File: config.mk
export PLATFORM = sky130hd
export DESIGN_NAME = led_panel_scan_ctrl
export DESIGN_NICKNAME = d
export VERILOG_FILES = /design/src/rtl/led_panel_scan_ctrl.sv
export SDC_FILE = /design/constraint.sdc
export NUM_CORES = 1
export LEC_CHECK = 0
export CELL_PAD_IN_SITES_DETAIL_PLACEMENT = 1
export CELL_PAD_IN_SITES_GLOBAL_PLACEMENT = 1
export CORE_MARGIN = 2
export CORE_UTILIZATION = 38
export DETAILED_ROUTE_END_ITERATION = 10
export PLACE_DENSITY = 0.9
export SLEW_MARGIN = 20
export SYNTH_ARGS = -nofsm -noshare
export SYNTH_HDL_FRONTEND = slang
export SYNTH_SLANG_ARGS = --single-unit
File: constraint.sdc
create_clock -name sysclk -period 2.8 [get_ports sysclk]
set_input_delay 0.56 -clock sysclk [delete_from_list [all_inputs] [get_ports sysclk]]
set_output_delay 0.56 -clock sysclk [all_outputs]
set_load 0.03 [all_outputs]
File: src/rtl/led_panel_scan_ctrl.sv
// Scan controller for a 32x16 RGB LED panel: walks a double-buffered framebuffer
// row pair by row pair and bit plane by bit plane using binary-code modulation.
module led_panel_scan_ctrl #(
  parameter int COLS       = 32,
  parameter int ROW_ADDR_W = 3,
  parameter int BPP        = 4,
  parameter int CLK_DIV    = 2,
  parameter int BASE_TICKS = 16
) (
  input  logic                              sysclk,
  input  logic                              sysreset,
  input  logic                              enable,
  input  logic                              swap_req,
  output logic                              swap_ack,
  output logic                              buf_sel,
  output logic                              frame_done,
  output logic                              fb_rd_en,
  output logic [ROW_ADDR_W+$clog2(COLS):0]  fb_addr,
  input  logic [6*BPP-1:0]                  fb_rd_data,
  output logic [2:0]                        led_rgb1,
  output logic [2:0]                        led_rgb2,
  output logic [ROW_ADDR_W-1:0]             led_abc,
  output logic                              led_clk,
  output logic                              led_latch,
  output logic                              led_oe
);

  localparam int COL_W   = $clog2(COLS);
  localparam int CYC_W   = $clog2(2 * CLK_DIV);
  localparam int PLANE_W = (BPP > 1) ? $clog2(BPP) : 1;
  localparam int TICK_W  = $clog2(BASE_TICKS << (BPP - 1)) + 1;

  typedef enum logic [1:0] {IDLE, SHIFT, LATCH, DISPLAY} state_e;

  state_e                 state_q, state_d;
  logic [COL_W-1:0]       col_q, col_d;
  logic [CYC_W-1:0]       cyc_q, cyc_d;
  logic [ROW_ADDR_W-1:0]  row_q, row_d;
  logic [PLANE_W-1:0]     plane_q, plane_d;
  logic [TICK_W-1:0]      tick_q, tick_d;
  logic                   buf_sel_q, buf_sel_d;
  logic [2:0]             rgb1_q, rgb1_d, rgb2_q, rgb2_d;
  logic [ROW_ADDR_W-1:0]  abc_q, abc_d;

  logic [BPP-1:0] chan [6];
  logic [2:0]     pix_top, pix_bot;
  logic           col_last, cyc_last, plane_last, row_last, tick_last, rgb_load;

  // Channels in fb_rd_data order: top r/g/b, then bottom r/g/b.
  always_comb begin
    for (int i = 0; i < 6; i++) chan[i] = fb_rd_data[(5 - i) * BPP +: BPP];
    pix_top = {chan[0][plane_q], chan[1][plane_q], chan[2][plane_q]};
    pix_bot = {chan[3][plane_q], chan[4][plane_q], chan[5][plane_q]};
  end

  assign col_last   = (col_q == COL_W'(COLS - 1));
  assign cyc_last   = (cyc_q == CYC_W'(2 * CLK_DIV - 1));
  assign plane_last = (plane_q == PLANE_W'(BPP - 1));
  assign row_last   = &row_q;
  assign tick_last  = (tick_q == TICK_W'((BASE_TICKS << plane_q) - 1));
  assign rgb_load   = (state_q == SHIFT) && (cyc_q == CYC_W'(1));

  // NOTE: every signal written here gets a default first, so no path can infer a latch.
  always_comb begin
    state_d    = state_q;
    col_d      = col_q;
    cyc_d      = cyc_q;
    row_d      = row_q;
    plane_d    = plane_q;
    tick_d     = tick_q;
    buf_sel_d  = buf_sel_q;
    rgb1_d     = rgb1_q;
    rgb2_d     = rgb2_q;
    abc_d      = abc_q;
    led_oe     = 1'b1;
    led_clk    = 1'b0;
    led_latch  = 1'b0;
    fb_rd_en   = 1'b0;
    frame_done = 1'b0;
    swap_ack   = 1'b0;

    unique case (state_q)
      IDLE: begin
        col_d   = '0;
        cyc_d   = '0;
        row_d   = '0;
        plane_d = '0;
        tick_d  = '0;
        if (enable) state_d = SHIFT;
      end

      SHIFT: begin
        led_clk  = (cyc_q >= CYC_W'(CLK_DIV));
        fb_rd_en = (cyc_q == '0);
        if (rgb_load) begin
          rgb1_d = pix_top;
          rgb2_d = pix_bot;
        end
        cyc_d = cyc_q + 1'b1;
        if (cyc_last) begin
          cyc_d = '0;
          col_d = col_q + 1'b1;
          if (col_last) state_d = LATCH;
        end
      end

      LATCH: begin
        cyc_d = cyc_q + 1'b1;
        if (cyc_q == '0) begin
          led_latch = 1'b1;
          abc_d     = row_q;
        end else begin
          cyc_d   = '0;
          tick_d  = '0;
          state_d = DISPLAY;
        end
      end

      DISPLAY: begin
        led_oe  = 1'b0;
        tick_d  = tick_q + 1'b1;
        if (tick_last) begin
          tick_d  = '0;
          state_d = SHIFT;
          if (!plane_last) begin
            plane_d = plane_q + 1'b1;
          end else begin
            plane_d = '0;
            row_d   = row_q + 1'b1;
            if (row_last) begin
              // Only the frame boundary may swap buffers or stop scanning.
              frame_done = 1'b1;
              swap_ack   = swap_req;
              if (swap_req) buf_sel_d = ~buf_sel_q;
              state_d = enable ? SHIFT : IDLE;
            end
          end
        end
      end

      default: state_d = IDLE;
    endcase
  end

  // NOTE: sequential state uses non-blocking assignments so all registers update together.
  always_ff @(posedge sysclk or negedge sysreset) begin
    if (!sysreset) begin
      state_q   <= IDLE;
      col_q     <= '0;
      cyc_q     <= '0;
      row_q     <= '0;
      plane_q   <= '0;
      tick_q    <= '0;
      buf_sel_q <= 1'b0;
      rgb1_q    <= '0;
      rgb2_q    <= '0;
      abc_q     <= '0;
    end else begin
      state_q   <= state_d;
      col_q     <= col_d;
      cyc_q     <= cyc_d;
      row_q     <= row_d;
      plane_q   <= plane_d;
      tick_q    <= tick_d;
      buf_sel_q <= buf_sel_d;
      rgb1_q    <= rgb1_d;
      rgb2_q    <= rgb2_d;
      abc_q     <= abc_d;
    end
  end

  // Pixel bits are passed through in the capture cycle so they are valid before led_clk rises.
  assign led_rgb1 = rgb_load ? pix_top : rgb1_q;
  assign led_rgb2 = rgb_load ? pix_bot : rgb2_q;
  assign led_abc  = abc_q;
  assign buf_sel  = buf_sel_q;
  assign fb_addr  = fb_rd_en ? {buf_sel_q, row_q, col_q} : '0;

endmodule
# --- Word level (Yosys, flattened, before mapping) ---
# Cells that the tools add are included.
totals:
  reg_bits: 32
  input_bits: 28
  out_inout_bits: 25
  word_cells: 100
op_classes:
  addsub: 6
  n_lt_le_gt_ge: 2
  eq_ne: 14
  n_shift: 1
  muxes: 51
  n_bitwise: 1
  n_reduce_logical: 15
ops:
  columns: ["op", "n"]
  rows:
  - ["$pmux 8 s3", 1]
  - ["$mux 1", 22]
  - ["$mux 2", 9]
  - ["$mux 8", 2]
  - ["$bmux 1 s2", 6]
  - ["$mux 3", 4]
  - ["$ne 2x2->1 const B", 6]
  - ["$pmux 5 s2", 1]
  - ["$mux 9", 1]
  - ["$add 8x1->8 const B", 1]
  - ["$eq 2x2->1 const B", 4]
  - ["$eq 8x8->1", 1]
  - ["$pmux 2 s4", 1]
  - ["$reduce_and 2->1", 4]
  - ["$shl 5x2->8 const A", 1]
  - ["$sub 8x2->8 const B", 1]
  - ["$reduce_and 7->1", 1]
  - ["$pmux 2 s3", 1]
  - ["$pmux 3 s2", 1]
  - ["$reduce_and 3->1", 2]
  - ["$reduce_bool 3->1", 2]
  - ["$add 5x1->5 const B", 1]
  - ["$eq 5x5->1 const B", 1]
  - ["$mux 5", 1]
  - ["11 further kinds", 15]

# --- Longest topological paths before layout ---
depth:
  word_depth: 5
  ltp_mapped: 8
  depth_no_buf: 8

# --- Worst setup path before layout ---
# No wires, ideal clock.
synth_timing:
  path_kind: "register -> output"
  from: "reg plane_q[1]"
  to: "out swap_ack"
  arrival_ps: 2398
  t_required_ps: 2240
  setup_slack_ps: -158
  path_stages_with_launch: 9
  path_buffers: 1
  cell_sequence: "dfrtp_1 > clkbuf_1 > inv_1 > ha_1 > xnor2_1 > mux2i_1 > nor4_4 > and3_1 > and2_1"
synth_via:
  elab_chain_len: 5
  elab_cells_between_ends: 7
  classes_between: "1 x add/sub; 2 x eq/ne; 1 x shift; 3 x mux"
synth_rtl:
  columns: ["element", "line", "rtl"]
  rows:
  - ["start: declaration", "39", "logic [PLANE_W-1:0] plane_q, plane_d;"]
  - ["start signal: assignment", "163", "plane_q <= plane_d;"]
  - ["$shl 5x2->8", "60", "assign tick_last = (tick_q == TICK_W'((BASE_TICKS << plane_q) - 1));"]
  - ["$sub 8x2->8", "60", null]
  - ["$eq 8x8->1", "60", null]
  - ["$mux 1 *", "122", "if (tick_last) begin"]
  - ["$mux 1 *", "82", "unique case (state_q)"]
  - ["end: declaration", "14", "output logic swap_ack,"]
# Mark *: on every way between the ends. The rest lies on a longest branch, timed or not.

# --- Worst setup path in the final report ---
# Ends and elaborated chain as after synthesis.

==> summary.txt <==
Outcome
  • Run status: completed

Worst setup path
  • Reg-to-reg slack, setup: 0.27 ns
  • CP Launch Point: plane_q[1]$_DFFE_PN0P_
  • Worst endpoint data arrival time: 2.19 ns
  • Endpoint of the lowest-slack register-to-register path: plane_q[0]$_DFFE_PN0P_
  • FF-to-FF path depth: 7
  • Maximum net fanout on the critical path: 5
  • Kind of end point of the critical path: output pin
  • Startpoint types: register
  • Required arrival time at the worst endpoint: 2.24 ns
  • Reg-to-reg critical path startpoint: plane_q[0]$_DFFE_PN0P_
  • Worst setup path end: swap_ack
  • Path type of the worst setup path: register to output pin

Placed design
  • Port Buffer Count: 52
  • Sum of net half-perimeters after detailed placement: 4.39 mm
  • Setup WS pre-CTS: 0.0465 ns
  • Routability congestion estimate: 0.771

Global routing
  • Largest net degree at the start of global routing: 33
  • Number of antenna violations at the first check in global routing: 0
  • Global-route usage over all layers: 19.0%
  • Via count of the first global-routing pass: 2,051
  • First-pass GRT wire length: 9.54 mm
  • Residual overflow from global routing: 0

Clock tree
  • TritonCTS buffer count: 5
  • Clock Sinks: 32
  • H-tree level count: 2
  • CTS root buffer: sky130_fd_sc_hd__clkbuf_8
  • Worst-Skew Late Latency: 0.29 ns
  • CTS tree: yes
  • Number of hold buffers added after cts: 0
  • Clock transition at the registers of the reported paths: 0.07 ns
  • CTS max path bufs: 2

Layout
  • Antenna cell count: 0
  • Proportion of layout cells with a drive suffix above 1: 23.4%
  • Fin nets: 321
  • Layout overhead on the synthesized area: 34.5%
  • Number of fill cells in the layout: 624
  • Total area of multi-input combinational cells: 1340 um^2
  • Register Area: 802 um^2

Routing
  • Router iterations before antenna repair: 4
  • Starting DRC count in detailed routing: 60
  • Via density: 5.41
  • Number of remaining DRC errors: 0
  • Final antenna-violating net count: 0
  • Final wirelength: 5.78 mm
  • Detailed-route via count: 1,872
  • Average detailed-routed wire length per instance: 16.7 um

Die
  • Horizontal extent of the die: 80.0 um
  • Core region area: 5540 um^2
  • Die Span Y: 80.0 um
  • Initial Utilization: 39.6%
  • I/O Pins: 53
  • Cell row count: 27
  • Die Outline Area: 6400 um^2

Pwr
  • Lkg Pwr: 1.35 nW
  • Power Density: 313 nW/um^2
  • VDD IR max: 0.000265 V
  • Total power after layout: 0.000922 W

Yosys
  • Avg Synthesized Cell Area: 10.2 um^2
  • Total number of yosys warnings: 0
  • Adder-cell share of the synthesized area: 11.4%
  • Synth Area in Simple Gates: 16.5%
  • Multiplexer share of the synthesized area: 17.7%
  • Sequential area share after synthesis: 36.5%
  • Compound-gate portion of the synthesized area: 11.2%
  • Dominant combinational cell family by area after synthesis: multiplexers
  • Distinct cell type count after synthesis: 38
  • Cell count after synthesis: 214
  • Share of the synthesized netlist area taken by xor and xnor gates: 2.80%
  • Post-Synthesis Net Count: 262
  • Flip-flop and latch count after synthesis: 32
  • Area of the mapped netlist: 2190 um^2

STA
  • Post-route clock skew: 0.00615 ns
  • Final-report hold violation count: 0
  • Highest clock frequency the design can meet: 364 MHz
  • Fin worst setup slack: 0.0508 ns
  • Final count of pins violating max slew: 0
  • Hold Worst Slack: 0.495 ns
  • Final setup viols: 0
  • Unrepaired setup endpoints after global routing: true
  • Normalized max-slew margin: 66.6%
  • Slew at the pin with the worst max-slew slack: 0.497 ns
  • Final min period: 2.75 ns
  • Sum of negative setup slack: 0 ns
  • Final period utilization: 98.2%

Min path
  • Min-delay worst type: register to register

Job
  • MaxCap Viol Count: 0
## worst min path at each step
stage | from | to | slack, ns | depth (start not counted)
finish | tick_q[1]$_DFFE_PN0P_ | tick_q[1]$_DFFE_PN0P_ | 0.50 | 2
global route | rgb1_q[2]$_DFFE_PN0P_ | rgb1_q[2]$_DFFE_PN0P_ | 0.52 | 1
CTS | tick_q[1]$_DFFE_PN0P_ | tick_q[1]$_DFFE_PN0P_ | 0.50 | 2
detailed placement | tick_q[1]$_DFFE_PN0P_ | tick_q[1]$_DFFE_PN0P_ | 0.48 | 2
global placement | tick_q[1]$_DFFE_PN0P_ | tick_q[1]$_DFFE_PN0P_ | 0.47 | 2
floorplan | sysreset | buf_sel$_DFFE_PN0P_ | 0.26 | 0
## flip-flops by register name (all words and copies together), names as in the netlist
name,flops
tick_q,8
col_q,5
led_abc,3
rgb1_q,3
rgb2_q,3
row_q,3
cyc_q,2
plane_q,2
state_q,2
buf_sel,1
## routing by layer
metal  vias to the layer above  GRT usage [%]  wire length [um]
met5                         -              0                 0
met4                         0           6.61                80
met3                         7           4.41               252
met2                        35           33.6              3010
met1                       940           22.4              2430
li1                        890              -                 -
## Yosys cell counts, drive strengths merged
| cell type | count | area, um^2 |
|---|---|---|
| nor4 | 1 | 21.3 |
| and3 | 12 | 75.1 |
| and4 | 1 | 8.76 |
| nand2b | 6 | 37.5 |
| or4 | 2 | 15.0 |
| nor2b | 2 | 12.5 |
| a21o | 2 | 15.0 |
| or2 | 1 | 6.26 |
| a31o | 1 | 8.76 |
| a32o | 2 | 20.0 |
| nor3 | 2 | 10.0 |
| clkbuf | 10 | 37.5 |
| nand4 | 1 | 6.26 |
| inv | 11 | 41.3 |
| a21oi | 6 | 30.0 |
| mux2i | 4 | 40.0 |
| o31ai | 1 | 21.3 |
| o211ai | 1 | 7.51 |
| mux4 | 6 | 135 |
| nor2 | 5 | 18.8 |
| xor2 | 1 | 8.76 |
| nor4b | 1 | 8.76 |
| a221oi | 1 | 8.76 |
| mux2 | 19 | 214 |
| a22o | 1 | 10.0 |
| nand2 | 23 | 86.3 |
| nand3 | 6 | 30.0 |
| buf | 1 | 5.00 |
| o22ai | 6 | 37.5 |
| xnor2 | 6 | 52.6 |
| dfrtp | 32 | 801 |
| and2 | 2 | 12.5 |
| or3 | 1 | 6.26 |
| ha | 20 | 250 |
| o2bb2ai | 1 | 8.76 |
| o21a | 1 | 7.51 |
| nand3b | 1 | 7.51 |
| o21ai | 14 | 70.1 |
## power by group
part	total [W]	switching (W)	internal, W
combinational	0.0000828	0.0000306	0.0000522
clock	0.000371	0.000171	0.000200
sequential	0.000468	0.00000184	0.000467
## cells by family (layout without fill, tap and decap cells)
| logic type | after synthesis | after routing |
|---|---|---|
| and+or+nand+nor | 67 | 67 |
| AOI/OAI and AO/OA | 37 | 37 |
| DFF | 32 | 32 |
| muxes | 29 | 29 |
| buffers and inverters | 22 | 82 |
| adders and majority gates | 20 | 20 |
| xor gates and xnor gates | 7 | 7 |
## area by class of cell
| type | count | share of cell area [%] |
|---|---|---|
| Multi-Input combinational cell | 160 | 45.5 |
| Sequential cell | 32 | 27.2 |
| Timing Repair Buffer | 63 | 19.8 |
| Clock buffer | 8 | 3.05 |
| Tap cell | 72 | 3.05 |
| Inverter | 11 | 1.40 |
## metrics by stage
step / util, % / cells / area, um^2
finish: 53.2 / 346 / 2950
global route: 53.2 / 346 / 2950
CTS: 52.8 / 346 / 2930
detailed placement: 50.9 / 337 / 2820
global placement: 50.9 / 337 / 2820
floorplan: - / 214 / 2200
## critical path: stages, from the launching register on
cell                      delay (ns)
sky130_fd_sc_hd__dfrtp_2        0.43
sky130_fd_sc_hd__inv_1          0.09
sky130_fd_sc_hd__ha_1           0.22
sky130_fd_sc_hd__xnor2_2        0.17
sky130_fd_sc_hd__mux2i_2        0.33
sky130_fd_sc_hd__nor4_4         0.09
sky130_fd_sc_hd__and3_2         0.24
sky130_fd_sc_hd__and2_2         0.19
sky130_fd_sc_hd__buf_4          0.16
## layout by cell type (no fill, tap or decap), types with 2 or more instances in the layout
cell,Yosys,layout
sky130_fd_sc_hd__clkdlybuf4s50_1,0,44
sky130_fd_sc_hd__dfrtp_1,32,31
sky130_fd_sc_hd__nand2_1,23,22
sky130_fd_sc_hd__mux2_2,19,19
sky130_fd_sc_hd__buf_4,0,19
sky130_fd_sc_hd__ha_1,20,18
sky130_fd_sc_hd__o21ai_0,14,14
sky130_fd_sc_hd__inv_1,11,11
sky130_fd_sc_hd__and3_1,12,11
sky130_fd_sc_hd__mux4_2,6,6
sky130_fd_sc_hd__nand3_1,6,6
sky130_fd_sc_hd__nand2b_1,6,6
sky130_fd_sc_hd__o22ai_1,6,6
sky130_fd_sc_hd__a21oi_1,6,6
sky130_fd_sc_hd__clkbuf_8,0,6
sky130_fd_sc_hd__xnor2_1,6,5
sky130_fd_sc_hd__nor2_1,5,5
sky130_fd_sc_hd__mux2i_1,4,3
sky130_fd_sc_hd__nor3_1,2,2
sky130_fd_sc_hd__a32o_1,2,2
sky130_fd_sc_hd__or4_1,2,2
sky130_fd_sc_hd__a21o_1,2,2
sky130_fd_sc_hd__clkbuf_1,10,2
## timing repair
item	4_1_cts	5_1_grt
gates resized for setup	4	4
buffers inserted	1	0
endpoints found under the setup margin	18	11
Power figures use the tool's default switching activity.
